===== src/rtl/crc32_framer.sv =====
// CRC-32 stream framer: forwards framed bytes and appends the
// reflected IEEE 802.3 CRC, least significant byte first.
module crc32 (
  input  logic [31:0] c,
  input  logic [7:0]  d,
  output logic [31:0] newcrc
);
  localparam logic [31:0] POLY = 32'h04C11DB7;

  // MSB-first shift of d into the non-reflected register
  always_comb begin
    logic fb;
    newcrc = c;
    for (int i = 7; i >= 0; i--) begin
      fb     = newcrc[31] ^ d[i];
      newcrc = {newcrc[30:0], 1'b0} ^ ({32{fb}} & POLY);
    end
  end
endmodule

module crc32_framer #(
  parameter logic [31:0] INIT   = 32'hFFFFFFFF,
  parameter logic [31:0] XOROUT = 32'hFFFFFFFF
) (
  input  logic        clk,
  input  logic        rst_n,
  input  logic [7:0]  s_data,
  input  logic        s_valid,
  input  logic        s_last,
  output logic        s_ready,
  output logic [7:0]  m_data,
  output logic        m_valid,
  output logic        m_last,
  input  logic        m_ready,
  output logic [31:0] crc_out,
  output logic        crc_done,
  output logic [15:0] frame_cnt
);
  typedef enum logic [2:0] {
    S_DATA,
    S_CRC0,
    S_CRC1,
    S_CRC2,
    S_CRC3
  } state_t;

  state_t      state_q, state_n;
  logic [31:0] crc_q, crc_n;
  logic [31:0] newcrc;
  logic [7:0]  d_rev;
  logic [7:0]  m_data_n;
  logic        m_valid_n, m_last_n;
  logic [31:0] crc_out_n;
  logic        crc_done_n;
  logic [15:0] frame_cnt_n;
  logic        adv;
  logic        accept;

  function automatic logic [31:0] rev32(input logic [31:0] x);
    logic [31:0] r;
    for (int i = 0; i < 32; i++) r[i] = x[31-i];
    return r;
  endfunction

  always_comb begin
    for (int i = 0; i < 8; i++) d_rev[i] = s_data[7-i];
  end

  crc32 u_core (
    .c      (crc_q),
    .d      (d_rev),
    .newcrc (newcrc)
  );

  assign adv     = !m_valid || m_ready;
  assign s_ready = (state_q == S_DATA) && adv;
  assign accept  = s_valid && s_ready;

  always_comb begin
    state_n     = state_q;
    crc_n       = crc_q;
    m_data_n    = m_data;
    m_valid_n   = m_valid;
    m_last_n    = m_last;
    crc_out_n   = crc_out;
    crc_done_n  = 1'b0;
    frame_cnt_n = frame_cnt;
    unique case (state_q)
      S_DATA: begin
        if (accept) begin
          m_data_n  = s_data;
          m_valid_n = 1'b1;
          m_last_n  = 1'b0;
          crc_n     = newcrc;
          if (s_last) begin
            crc_out_n   = rev32(newcrc) ^ XOROUT;
            crc_done_n  = 1'b1;
            frame_cnt_n = frame_cnt + 16'd1;
            state_n     = S_CRC0;
          end
        end else if (adv) begin
          m_valid_n = 1'b0;
        end
      end
      S_CRC0: begin
        if (adv) begin
          m_data_n  = crc_out[7:0];
          m_valid_n = 1'b1;
          m_last_n  = 1'b0;
          state_n   = S_CRC1;
        end
      end
      S_CRC1: begin
        if (adv) begin
          m_data_n  = crc_out[15:8];
          m_valid_n = 1'b1;
          m_last_n  = 1'b0;
          state_n   = S_CRC2;
        end
      end
      S_CRC2: begin
        if (adv) begin
          m_data_n  = crc_out[23:16];
          m_valid_n = 1'b1;
          m_last_n  = 1'b0;
          state_n   = S_CRC3;
        end
      end
      S_CRC3: begin
        if (adv) begin
          m_data_n  = crc_out[31:24];
          m_valid_n = 1'b1;
          m_last_n  = 1'b1;
          crc_n     = INIT;
          state_n   = S_DATA;
        end
      end
      default: state_n = S_DATA;
    endcase
  end

  always_ff @(posedge clk or negedge rst_n) begin
    if (!rst_n) begin
      state_q   <= S_DATA;
      crc_q     <= INIT;
      m_data    <= 8'h00;
      m_valid   <= 1'b0;
      m_last    <= 1'b0;
      crc_out   <= 32'h0;
      crc_done  <= 1'b0;
      frame_cnt <= 16'h0;
    end else begin
      state_q   <= state_n;
      crc_q     <= crc_n;
      m_data    <= m_data_n;
      m_valid   <= m_valid_n;
      m_last    <= m_last_n;
      crc_out   <= crc_out_n;
      crc_done  <= crc_done_n;
      frame_cnt <= frame_cnt_n;
    end
  end
endmodule


===== config.mk =====
export PLATFORM = sky130hd
export DESIGN_NAME = crc32_framer
export DESIGN_NICKNAME = d
export VERILOG_FILES = /design/src/rtl/crc32_framer.sv
export SDC_FILE = /design/constraint.sdc
export NUM_CORES = 1
export LEC_CHECK = 0
export ABC_AREA = 1
export CAP_MARGIN = 5
export CORE_ASPECT_RATIO = 1.1
export CORE_MARGIN = 5
export CORE_UTILIZATION = 56
export DETAILED_ROUTE_END_ITERATION = 8
export HOLD_SLACK_MARGIN = 0.15
export PLACE_DENSITY = 0.81
export SETUP_SLACK_MARGIN = 0.1
export SYNTH_ARGS = -nofsm -noshare
export SYNTH_HDL_FRONTEND = slang
export SYNTH_HIERARCHICAL = 1
export SYNTH_SLANG_ARGS = --single-unit

===== constraint.sdc =====
create_clock -name clk -period 2.2 [get_ports clk]
set_input_delay 0.66 -clock clk [delete_from_list [all_inputs] [get_ports clk]]
set_output_delay 0.66 -clock clk [all_outputs]
set_load 0.01 [all_outputs]

==> metrics.txt <==
standard-cell row count=38; final setup margin=123 ps; synthesis-stage register bit count=94; Synth area leader=dfrtp_1; max incr delay on CP=580 ps; 1st-iter DRT viols=335; Synth top area share=0.278; Ys Warns=6; Bufs and invs on worst path=1; GRT overflow=0; Worst setup endpoint=crc_out[16]; DP HPWL=around 12 mm; first-pass GRT wire length=26.4 mm; Die Span Y=115 microns; Cell Area, Synth=between 5000 and 6000 sq um; cts hold-fix bufs=0; library cells used by synthesis=35; DRT Wirelength=15.8 mm; clk sinks=94; via/cell ratio=5.46; Final nets=875; Area growth syn-to-layout=28.4%; CTS Buf Count=9; DP Worst Slack=-338 ps; WL/cell=16.0 microns; Register Area=2400 sq um; pin count of the biggest net entering global routing=36; sequential area share after synthesis=0.429; Cell Chain, Critical Path=clkdlybuf4s50_1; Final Hold Fails=0; IO Pins=73; DR DRC count=0; CP arrival=~1400 ps; root buf cell=clkbuf_8; Net Count, Synth=between 700 and 800; Min Clock Period, post-route=2080 ps; CP Max Fanout=3; ANT cells=0; Port Buffer Count=72; Post-Syn Instances=742; Core Util, Final=0.732; Worst path depth=1; footprint of the multi-input gates=2970 sq um; CTS Buffer Depth=2; RD Place Congestion=roughly 0.90; total power divided by cell area=1640 nW/um^2; unrepaired setup endpoints after global routing=false; initial antenna violation count=0; Crit path max-delay family=buffers and inverters; worst vdd ir=635 uV; H-tree levels=3; worst reg2reg path startpoint=crc_q[28]; share of cells above drive strength 1=0.209; f_max=~480 MHz; Setup crit start=crc_out[16]; Die X=105 microns; ranking of synthesized cells by area=dfrtp_1 28%, nand2_1 19%, dfstp_2 15%, xor2_1 6.1%, o21ai_0 4.7%; Hold WS=224 ps; WS Path Type=reg -> out; Slew Viols, Final=0; core area=approximately 10000 sq um; Worst-path clk slew=90 ps; leakage power=approximately 3.5 nW; CTS tree=done; relative slew slack=0.654; period utilisation layout=0.944; Setup-failing EPs final=0; syn_area_per_cell=7.52 sq um; latest clock arrival within the worst-skew pair=380 ps; Total Power=11.8 mW; dpl cells=966; max_cap viols=0; Tightest Pin Transition=~520 ps; starting density of the core=0.570; GRT Total Usage=0.272; Worst Reg-to-Reg Cells=12; routed vias=5,385; CP Launch Type=flip-flop; status=complete, no violations; Critical Path RT=1540 ps; DRT Pass-1 Iters=5; Worst setup EP type=primary output; vias in the first global route=around 5,300; Routed Antenna Nets=0; Hold Path Class=in -> async; RR Endpoint=crc_q[11]; r2r setup slk=between 300 and 400 ps; Die Area=12,100 sq um; fin cells=~1,000; Fillers=743; Layout Skew=between 15 and 20 ps; Slowest cell on crit path=clkdlybuf4s50_1
[synthesized netlist by cell type]
library cell    n
inv_1          43
nand2_1       282
xnor2_2         4
nand2_4         7
o211ai_1        1
o21ai_2         3
buf_2          10
nor2_4          1
inv_4           1
xnor2_1        12
dfrtp_1        62
o211ai_2        1
nor2_1         61
buf_6           5
nand3_2         1
xor2_2          2
nand2_8         1
inv_2           5
xor2_1         39
nor2_2          4
ha_1            1
nand3b_1        1
and3_1          1
nand3_1        51
o21ai_1        22
o21ai_0        52
nand2_2        18
nor3_2          1
clkbuf_1        6
clkinv_2        1
dfstp_2        32
buf_4           3
nand4_1         6
a21oi_1         1
or2_2           1
[power by group]
group | switching, mW | internal, mW | leakage [nW]
Clock | 0.612 | 0.641 | 0.101
Sequential | 0.686 | 2.66 | 1.12
Combinational | 4.11 | 3.06 | 2.32
[cell usage in the layout, fill, tap and decap left out, types with 2 or more instances in the layout]
cell	n
dfstp_2	32
buf_4	55
nor2_4	2
nand3_1	51
nor2_2	5
nand2_1	273
nand4_1	6
xnor2_1	10
dfrtp_1	55
xor2_2	4
dlymetal6s2s_1	5
clkdlybuf4s50_1	62
inv_1	43
nand2_2	26
nand2_4	8
clkinv_2	2
o21ai_0	47
o21ai_1	27
dfrtp_2	7
inv_2	5
o21ai_2	3
clkbuf_8	9
dlygate4sd2_1	3
xor2_1	36
xnor2_2	4
clkbuf_1	3
bufinv_16	2
buf_12	6
xnor2_4	2
nor2_1	59
[cell type report]
class / count / share of cell area
multi-input cells: 574 / 0.414
clock inverters: 4 / 0.0101
inverters: 50 / 0.0267
well taps: 120 / 0.0209
repair buffers: 132 / 0.174
flip-flops and latches: 94 / 0.335
clock buffers: 12 / 0.0189
[per-stage QoR]
step	area (sq um)	TNS, ps
6_report	7170	0
5_1_grt	7170	0
4_1_cts	7090	0
3_5_place_dp	6810	-10990
3_3_place_gp	6810	-7530
2_1_floorplan	5580	0
[state kept, by name, summed over array words and instances, names as in the netlist]
signal	count
frame_cnt	16
state_q	3
crc_q	32
m_data	8
crc_out	32
m_valid	1
crc_done	1
m_last	1
[worst min path at each step]
stage                       to  slack [ps]  cells after the start
finish              crc_out[0]         220                      1
global route        crc_out[0]         260                      1
CTS                 crc_out[0]         230                      1
detailed placement      m_last         460                      2
global placement        m_last         460                      2
floorplan             crc_done         360                      0
[layer usage]
layer / wire, microns / vias up / GRT usage
li1: - / 2565 / -
met4: 770 / 0 / 0.141
met5: 0 / - / 0
met1: 6650 / 2530 / 0.352
met3: 998 / 59 / 0.0361
met2: 7350 / 231 / 0.447
[logic make-up (layout without fill, tap and decap cells)]
group	count (synthesis)	after routing	synth area share
xor+xnor	57	57	0.0975
simple gates	436	436	0.335
fa+ha+maj	1	1	0.00224
buf+inv	74	198	0.0614
compound gates	80	80	0.0755
flops	94	94	0.429
[timing repair]
| item | in CTS | in global routing |
|---|---|---|
| setup endpoints to repair | 23 | 44 |
| pin swaps | 3 | 5 |
| setup buffers | 3 | 1 |
| gates resized for setup | 17 | 28 |
[worst reg2reg max path: cells and delay by family (launching register included)]
family,cells,cell delay (ps)
AND/OR/NAND/NOR,9,850
buffers and inverters,2,200
AO/OA/AOI/OAI,1,180
flip-flops,1,570
(Power assumes the default switching activity.)
